### src/rtl/vga_sync_receiver_pkg.sv
// Shared constants, state encoding and counter helper for the VGA sync receiver.
package vga_sync_receiver_pkg;

    localparam int COUNT_W = 10;
    localparam int ERR_W   = 8;

    localparam int DEF_VIDEO_WIDTH = 3;
    localparam int DEF_TOTAL_COLS  = 800;
    localparam int DEF_TOTAL_ROWS  = 521;
    localparam int DEF_ACTIVE_COLS = 640;
    localparam int DEF_ACTIVE_ROWS = 480;
    localparam int DEF_LOCK_FRAMES = 2;

    typedef logic [COUNT_W-1:0] count_t;

    typedef enum logic [1:0] {
        ST_SEARCH = 2'd0,
        ST_TRACK  = 2'd1,
        ST_LOCKED = 2'd2
    } rx_state_e;

    function automatic count_t sat_inc(input count_t v);
        return (v == '1) ? v : v + count_t'(1);
    endfunction

endpackage

### src/rtl/vga_edge_detect.sv
// Rising-edge detector: compares the live input against its registered history.
module vga_edge_detect (
    input  logic clk,
    input  logic rst_n,
    input  logic i_sig,
    output logic o_rise
);

    logic sig_q;

    always_ff @(posedge clk or negedge rst_n) begin
        if (!rst_n) begin
            sig_q <= 1'b0;
        end else begin
            sig_q <= i_sig;
        end
    end

    assign o_rise = i_sig & ~sig_q;

endmodule

### src/rtl/vga_sync_receiver.sv
// VGA receive side: recovers column/row from HSync/VSync, checks frame geometry,
// locks after consecutive clean frames and emits registered, gated pixel data.
module vga_sync_receiver
    import vga_sync_receiver_pkg::*;
#(
    parameter int VIDEO_WIDTH = DEF_VIDEO_WIDTH,
    parameter int TOTAL_COLS  = DEF_TOTAL_COLS,
    parameter int TOTAL_ROWS  = DEF_TOTAL_ROWS,
    parameter int ACTIVE_COLS = DEF_ACTIVE_COLS,
    parameter int ACTIVE_ROWS = DEF_ACTIVE_ROWS,
    parameter int LOCK_FRAMES = DEF_LOCK_FRAMES
) (
    input  logic                   i_Clk,
    input  logic                   i_Rst_L,
    input  logic                   i_HSync,
    input  logic                   i_VSync,
    input  logic [VIDEO_WIDTH-1:0] i_Red_Video,
    input  logic [VIDEO_WIDTH-1:0] i_Grn_Video,
    input  logic [VIDEO_WIDTH-1:0] i_Blu_Video,
    output logic [COUNT_W-1:0]     o_Col_Count,
    output logic [COUNT_W-1:0]     o_Row_Count,
    output logic [VIDEO_WIDTH-1:0] o_Red_Video,
    output logic [VIDEO_WIDTH-1:0] o_Grn_Video,
    output logic [VIDEO_WIDTH-1:0] o_Blu_Video,
    output logic                   o_Pixel_Valid,
    output logic                   o_Frame_Start,
    output logic                   o_Locked,
    output logic [ERR_W-1:0]       o_Err_Count
);

    localparam count_t     LAST_COL  = count_t'(TOTAL_COLS - 1);
    localparam count_t     LAST_ROW  = count_t'(TOTAL_ROWS - 1);
    localparam count_t     ACT_COLS  = count_t'(ACTIVE_COLS);
    localparam count_t     ACT_ROWS  = count_t'(ACTIVE_ROWS);
    localparam logic [3:0] LOCK_GOOD = 4'(LOCK_FRAMES);

    // Index 0 = HSync, index 1 = VSync
    logic [1:0] sync_in;
    logic [1:0] sync_rise;
    logic       hs_rise;
    logic       vs_rise;

    assign sync_in = {i_VSync, i_HSync};

    genvar gi;
    generate
        for (gi = 0; gi < 2; gi++) begin : g_edge
            vga_edge_detect u_edge (
                .clk    (i_Clk),
                .rst_n  (i_Rst_L),
                .i_sig  (sync_in[gi]),
                .o_rise (sync_rise[gi])
            );
        end
    endgenerate

    assign hs_rise = sync_rise[0];
    assign vs_rise = sync_rise[1];

    rx_state_e              state_q, state_d;
    logic [3:0]             good_q, good_d;
    count_t                 col_q, col_d;
    count_t                 row_q, row_d;
    logic [ERR_W-1:0]       err_q, err_d;
    logic                   locked_q, locked_d;
    logic                   valid_q, valid_d;
    logic                   fs_q, fs_d;
    logic [VIDEO_WIDTH-1:0] red_q, red_d;
    logic [VIDEO_WIDTH-1:0] grn_q, grn_d;
    logic [VIDEO_WIDTH-1:0] blu_q, blu_d;
    logic                   line_err;
    logic                   frame_err;
    logic                   geom_err;

    always_comb begin
        col_d = hs_rise ? '0 : sat_inc(col_q);

        row_d = row_q;
        if (vs_rise) begin
            row_d = '0;
        end else if (hs_rise) begin
            row_d = sat_inc(row_q);
        end

        // Timeouts fire only on the step onto TOTAL_COLS/ROWS, so each is flagged once
        line_err  = (hs_rise && (col_q != LAST_COL)) ||
                    (!hs_rise && (col_q == LAST_COL));
        frame_err = (vs_rise && (row_q != LAST_ROW)) ||
                    (hs_rise && !vs_rise && (row_q == LAST_ROW));
        geom_err  = line_err || frame_err;

        state_d = state_q;
        good_d  = good_q;
        case (state_q)
            ST_SEARCH: begin
                good_d = '0;
                if (vs_rise) begin
                    state_d = ST_TRACK;
                end
            end
            ST_TRACK: begin
                if (geom_err) begin
                    state_d = ST_SEARCH;
                    good_d  = '0;
                end else if (vs_rise) begin
                    good_d = good_q + 4'd1;
                    if ((good_q + 4'd1) == LOCK_GOOD) begin
                        state_d = ST_LOCKED;
                    end
                end
            end
            ST_LOCKED: begin
                if (geom_err) begin
                    state_d = ST_SEARCH;
                    good_d  = '0;
                end
            end
            default: begin
                state_d = ST_SEARCH;
                good_d  = '0;
            end
        endcase

        err_d = err_q;
        if (geom_err && (state_q != ST_SEARCH) && (err_q != '1)) begin
            err_d = err_q + 8'd1;
        end

        // Gate on next-state values so data lines up with the registered counts
        locked_d = (state_d == ST_LOCKED);
        valid_d  = locked_d && (col_d < ACT_COLS) && (row_d < ACT_ROWS);
        fs_d     = vs_rise;
        red_d    = valid_d ? i_Red_Video : '0;
        grn_d    = valid_d ? i_Grn_Video : '0;
        blu_d    = valid_d ? i_Blu_Video : '0;
    end

    always_ff @(posedge i_Clk or negedge i_Rst_L) begin
        if (!i_Rst_L) begin
            state_q  <= ST_SEARCH;
            good_q   <= '0;
            col_q    <= '0;
            row_q    <= '0;
            err_q    <= '0;
            locked_q <= 1'b0;
            valid_q  <= 1'b0;
            fs_q     <= 1'b0;
            red_q    <= '0;
            grn_q    <= '0;
            blu_q    <= '0;
        end else begin
            state_q  <= state_d;
            good_q   <= good_d;
            col_q    <= col_d;
            row_q    <= row_d;
            err_q    <= err_d;
            locked_q <= locked_d;
            valid_q  <= valid_d;
            fs_q     <= fs_d;
            red_q    <= red_d;
            grn_q    <= grn_d;
            blu_q    <= blu_d;
        end
    end

    assign o_Col_Count   = col_q;
    assign o_Row_Count   = row_q;
    assign o_Red_Video   = red_q;
    assign o_Grn_Video   = grn_q;
    assign o_Blu_Video   = blu_q;
    assign o_Pixel_Valid = valid_q;
    assign o_Frame_Start = fs_q;
    assign o_Locked      = locked_q;
    assign o_Err_Count   = err_q;

endmodule

### config.mk
export PLATFORM = sky130hd
export DESIGN_NAME = vga_sync_receiver
export DESIGN_NICKNAME = d
export VERILOG_FILES = /design/src/rtl/vga_sync_receiver_pkg.sv /design/src/rtl/vga_edge_detect.sv /design/src/rtl/vga_sync_receiver.sv
export SDC_FILE = /design/constraint.sdc
export NUM_CORES = 1
export LEC_CHECK = 0
export ABC_AREA = 1
export ABC_CLOCK_PERIOD_IN_PS = 1500
export CORE_ASPECT_RATIO = 2
export CORE_MARGIN = 2
export CORE_UTILIZATION = 46
export DETAILED_ROUTE_END_ITERATION = 16
export PLACE_DENSITY = 0.76
export REMOVE_ABC_BUFFERS = 1
export SLEW_MARGIN = 5
export SYNTH_ARGS = -nofsm -noshare
export SYNTH_HDL_FRONTEND = slang
export SYNTH_SLANG_ARGS = --single-unit
### constraint.sdc
create_clock -name i_Clk -period 1.5 [get_ports i_Clk]
set_input_delay 0.45 -clock i_Clk [delete_from_list [all_inputs] [get_ports i_Clk]]
set_output_delay 0.45 -clock i_Clk [all_outputs]
set_load 0.05 [all_outputs]
After elaboration in Yosys (flattened, before gate mapping)
Index checks and enable logic that the tools add are counted.
- reductions and logical operators: 17
- bitwise operators: 4
- $add $sub $neg: 4
- equal/unequal tests: 13
- $lt $le $gt $ge: 2
- mux-type cells: 18
- operators by type and width (operator ; count):
    $mux W10 ; 5
    $eq A10 B10 Y1 const B ; 4
    $add A10 B1 Y10 const B ; 2
    $ne A10 B10 Y1 const B ; 2
    $mux W4 ; 3
    $lt A10 B10 Y1 const B ; 1
    $lt A10 B9 Y1 const B ; 1
    $mux W2 ; 5
    $logic_and A1 B1 Y1 ; 9
    $mux W3 ; 3
    $add A8 B1 Y8 const B ; 1
    $ne A8 B8 Y1 const B ; 1
    $pmux W4 S2 ; 1
    $pmux W2 S3 ; 1
    $add A4 B1 Y4 const B ; 1
    $eq A2 B2 Y1 const B ; 2
    $eq A4 B2 Y1 const B ; 1
    $logic_or A1 B1 Y1 ; 3
    $ne A3 B3 Y1 const B ; 1
    $and A1 B1 Y1 ; 2
    $eq A2 B1 Y1 const B ; 1
    $logic_not A1 Y1 ; 2
    $logic_not A2 Y1 ; 1
    $ne A2 B2 Y1 const B ; 1
    other kinds (3) ; 4
- register bits: 48
- output and inout port bits: 40
- input bits: 13

Depth between registers and ports, before layout
- depth after elaboration: 13
- mapped depth: 13

Hierarchy
From an unflattened synthesis, not the netlist that was laid out.
- cells, all modules: 306
- area, all modules: 2462.4 um^2
- by module, submodules not included (module ; cells an instance ; times used ; area an instance (um^2)):
    vga_sync_receiver ; 300 ; 1 ; 2392.3
    vga_edge_detect ; 3 ; 2 ; 35.0

Worst setup path after synthesis
OpenSTA, ideal clock, no wires.
- kind: reg-to-reg
- start point: register col_q[0] (netlist: o_Col_Count[0])
- end point: register blu_q[0] (netlist: o_Blu_Video[0])
- buffers on the path: 0
- stages on the path, launching flop included: 13
- path slack: -496 ps
- required time: 1381 ps
- clock period less this slack: 1996 ps
- arrival: 1877 ps
- cells stage by stage: dfrtp_1 -> ha_1 -> nand2_1 -> nor2_4 -> nand3_2 -> nand2_1 -> nor2_4 -> nand2_2 -> nand2_2 -> nand2_2 -> nor2_4 -> nand2_4 -> nor2_2
- word-level cells in the longest chain between the ends: 10
- RTL lines (what ; line ; source):
    start, declared ; vga_sync_receiver.sv:62 ; count_t col_q, col_d;
    start signal, assigned ; vga_sync_receiver.sv:154 ; col_q <= col_d;
    branches (longest 7 deep; another with $add A10 B1 Y10) ; -- ;
    $logic_and A1 B1 Y1 * (2 in a row) ; vga_sync_receiver.sv:131 ; valid_d = locked_d && (col_d < ACT_COLS) && (row_d < ACT_ROWS);
    $mux W3 * ; vga_sync_receiver.sv:135 ; blu_d = valid_d ? i_Blu_Video : '0;
    via blu_d[0] ; vga_sync_receiver.sv:70 ; logic [VIDEO_WIDTH-1:0] blu_q, blu_d;
    end signal, assigned ; vga_sync_receiver.sv:162 ; blu_q <= blu_d;
    end, declared ; vga_sync_receiver.sv:70 ;
Mark *: on every way through the listed nets, which the timed path passes.
A chain may end at the register's enable or synchronous reset.

Worst setup path in the final report
- start point: register row_q[6] (netlist: o_Row_Count[6])
- end point: register grn_q[2] (netlist: o_Grn_Video[2])
- word-level cells in the longest chain between the ends: 10
- RTL lines (what ; line ; source):
    start, declared ; vga_sync_receiver.sv:63 ; count_t row_q, row_d;
    start signal, assigned ; vga_sync_receiver.sv:155 ; row_q <= row_d;
    branches (longest 8 deep; another with $add A10 B1 Y10) ; -- ;
    $logic_and A1 B1 Y1 * ; vga_sync_receiver.sv:131 ;
    $mux W3 * ; vga_sync_receiver.sv:134 ; grn_d = valid_d ? i_Grn_Video : '0;
    via grn_d[2] ; vga_sync_receiver.sv:69 ; logic [VIDEO_WIDTH-1:0] grn_q, grn_d;
    end signal, assigned ; vga_sync_receiver.sv:161 ; grn_q <= grn_d;
    end, declared ; vga_sync_receiver.sv:69 ;
Marked as above.

==> flow_metrics.py <==
metrics = {
    "grt": {
        "grt_pass1_vias": 2911,
        "overflow": 0,
        "track_usage_pct": 28.3,
        "grt_pass1_wl_um": 13500,
        "antenna_found_initial": 0,
        "grt_max_degree": 49,
    },
    "drt": {
        "drc": 0,
        "dr_total_vias": 2965,
        "met3_length_um": 560,
        "wl_met1_um": 3530,
        "wirelength_um": 10700,
        "first_pass_iters": 7,
        "top_layer": "met4",
        "post_drt_wl_per_cell_um": 20.9,
        "detail_route.vias_per_cell": 5.78,
        "drt_iter0_drc": 258,
        "met2_wirelength_um": 5860,
        "final_antenna_net_count": 0,
    },
    "finish": {
        "drive_gt1_share_pct": 54.7,
        "final_common_cell": "buf_4",
        "diodes": 0,
        "final_util_pct": 89.5,
        "area_delta_synth_final_pct": 90.4,
        "fin_nets": 471,
        "fin_area_um2": 4810,
        "instances_no_fill": 513,
        "final_cell_mix": "buf_4 (54), dfrtp_1 (43), inv_1 (41), buf_12 (41), nand2_1 (35)",
    },
    "yosys": {
        "synth.area.top_cells": "dfrtp_1 (48%), nand2_1 (7.9%), inv_1 (7.1%)",
        "netlist_instances": 307,
        "avgSynthCellArea_um2": 8.23,
        "synthFlopType": "dfrtp_1",
        "yosys.cell_types.count": 30,
        "ys_seq_elements": 48,
        "async_flop_share_pct": 100,
        "synth.largest_area_cell": "dfrtp_1",
        "ys.warnings.count": 0,
        "synth_edf_count": 0,
        "synth_top_area_share_pct": 47.5,
        "synth_seq_area_share_pct": 47.5,
        "syn_area_um2": 2530,
    },
    "worst_setup_path": {
        "arrival_ps": 2230,
        "startpoint": "o_Row_Count[6]$_DFF_PN0_",
        "endpoint_kind": "flop",
        "cp-start-kind": "flop",
        "path_cells": "nand2_1 > nor2_1 > nand2_2 > o21ai_2 > nand3_2 > nor2_2 > nand3_2 > nand2_4 > nor2_2",
        "cp_slowest_cell": "dfrtp_1",
        "cp_num_buf_inv": 0,
        "required_ps": 1700,
        "slowest_delay_ps": 430,
        "rr_worst_depth": 9,
        "crit_fanout": 5,
        "regToRegSetupSlack_ps": -520,
        "crit_type": "flop to flop",
        "r2r_start": "o_Row_Count[6]$_DFF_PN0_",
        "r2r_end": "o_Grn_Video[2]$_DFF_PN0_",
        "crit_family": "simple AND/OR/NAND/NOR gates",
    },
    "floorplanning": {
        "io_pins": 53,
        "num_rows": 38,
        "coreArea_um2": 5370,
        "dieArea_um2": 6140,
        "dieWidth_um": 56.4,
        "die_height_um": 109,
        "start_util_pct": 47.0,
    },
    "clock_network": {
        "htreeDepth": 2,
        "clk_pin_slew_worst_paths_ps": 110,
        "cts_tree": "done",
        "cts_sinks": 48,
        "root_buffer": "clkbuf_8",
        "cts_buffers": 5,
        "clkLatencyLatePin_ps": 320,
        "cts_max_path_buffers": 2,
    },
    "sta": {
        "tightest_slew_ps": 463,
        "fmax_mhz": 494,
        "grt_setup_unrepaired": "true",
        "clock_skew_ps": 15.3,
        "max-slew-margin-rel_pct": 69.0,
        "finalHoldViolations": 0,
        "setup_ws_ps": -522,
        "post-route-period-util_pct": 135,
        "slew_violations": 0,
        "finalCriticalPeriod_ps": 2020,
        "setup_viol": 53,
    },
    "placement": {
        "post-place-cells": 479,
        "port_buffers": 52,
        "place.gp.congestion": 0.880,
        "hpwlAfterDp_um": 4930,
        "placed_area_um2": 3990,
    },
    "power": {
        "p_leak_nw": 2.29,
        "power_mw": 4.76,
        "power.density_nw_per_um2": 989,
        "ir_worst_vdd_v": 0.00133,
    },
    "run_status": {
        "violations": "negative setup slack",
        "run_status": "finished, violations left",
    },
    "min_path": {
        "hold_path.class": "input pin to asynchronous set/reset pin",
    },
    "job": {
        "cap_viol_max_count": 0,
    },
}
[cell usage after synthesis, types with 6 or more instances]
cell type	count
nand2_1	53
dfrtp_1	48
inv_1	48
nor2_1	32
nand3_1	28
nor2_2	13
nand2_2	12
o21ai_0	10
a21oi_1	9
nor2_4	7
ha_1	6
o21ai_1	6
[kinds of logic after synthesis]
group,count (synthesis),synth area share (%)
and+or+nand+nor,159,31.8
buffers and inverters,55,8.27
DFF,48,47.5
AOI/OAI and AO/OA,33,7.28
xor gates and xnor gates,6,2.08
adders and majority gates,6,2.97
[metal layers]
layer,track usage (%),vias to the layer above
met5,0,-
met2,52.9,179
met3,6.29,72
met1,27.9,1451
li1,-,1263
met4,16.5,0
[final cells by class]
class                      count  area, µm²
clock buffer                   6       82.6
clock inverter                 2       38.8
fill                         197        562
inverter                      53        209
multi-input combinational    206       1510
sequential                    48       1210
tap                           60       75.1
timing repair buffer         138       1690
[repair_timing]
item	in CTS	in global routing
resized for setup	54	84
setup buffers	15	19
hold buffers	0	0
endpoints found under the setup margin	37	58
pin swaps	14	33
endpoints found under the hold margin	0	0
cloned	2	0
[worst max-delay path by stage]
stage | endpoint | cells after the start
2_1_floorplan | o_Blu_Video[0]$_DFF_PN0_ | 12
3_3_place_gp | o_Blu_Video[1]$_DFF_PN0_ | 12
3_5_place_dp | o_Grn_Video[2]$_DFF_PN0_ | 12
4_1_cts | o_Grn_Video[2]$_DFF_PN0_ | 10
5_1_grt | o_Grn_Video[2]$_DFF_PN0_ | 12
6_report | o_Grn_Video[2]$_DFF_PN0_ | 9
[per-stage QoR]
stage	hold slack [ps]	TNS, ps	setup WS [ps]
after floorplan	154	-13250	-496
after global placement	452	-17690	-620
after detailed placement	453	-19000	-671
after CTS	123	-7070	-313
after global routing	125	-14850	-535
final	106	-12540	-522
[report_power, final]
group	leakage, nW	total, mW	switching, mW	internal, mW
logic	1.59	2.12	1.13	0.994
registers	0.641	1.58	0.160	1.42
clock network	0.0614	1.06	0.509	0.547
[state kept, by name (all words and copies together), names as in the netlist, 2 cells and up]
signal,cells
o_Col_Count,10
o_Row_Count,10
good_q,4
o_Grn_Video,3
o_Red_Video,3
o_Err_Count,8
o_Blu_Video,3
state_q,2
g_edge.u_edge.sig_q,2
No activity file was read; power rests on OpenSTA's default activity.
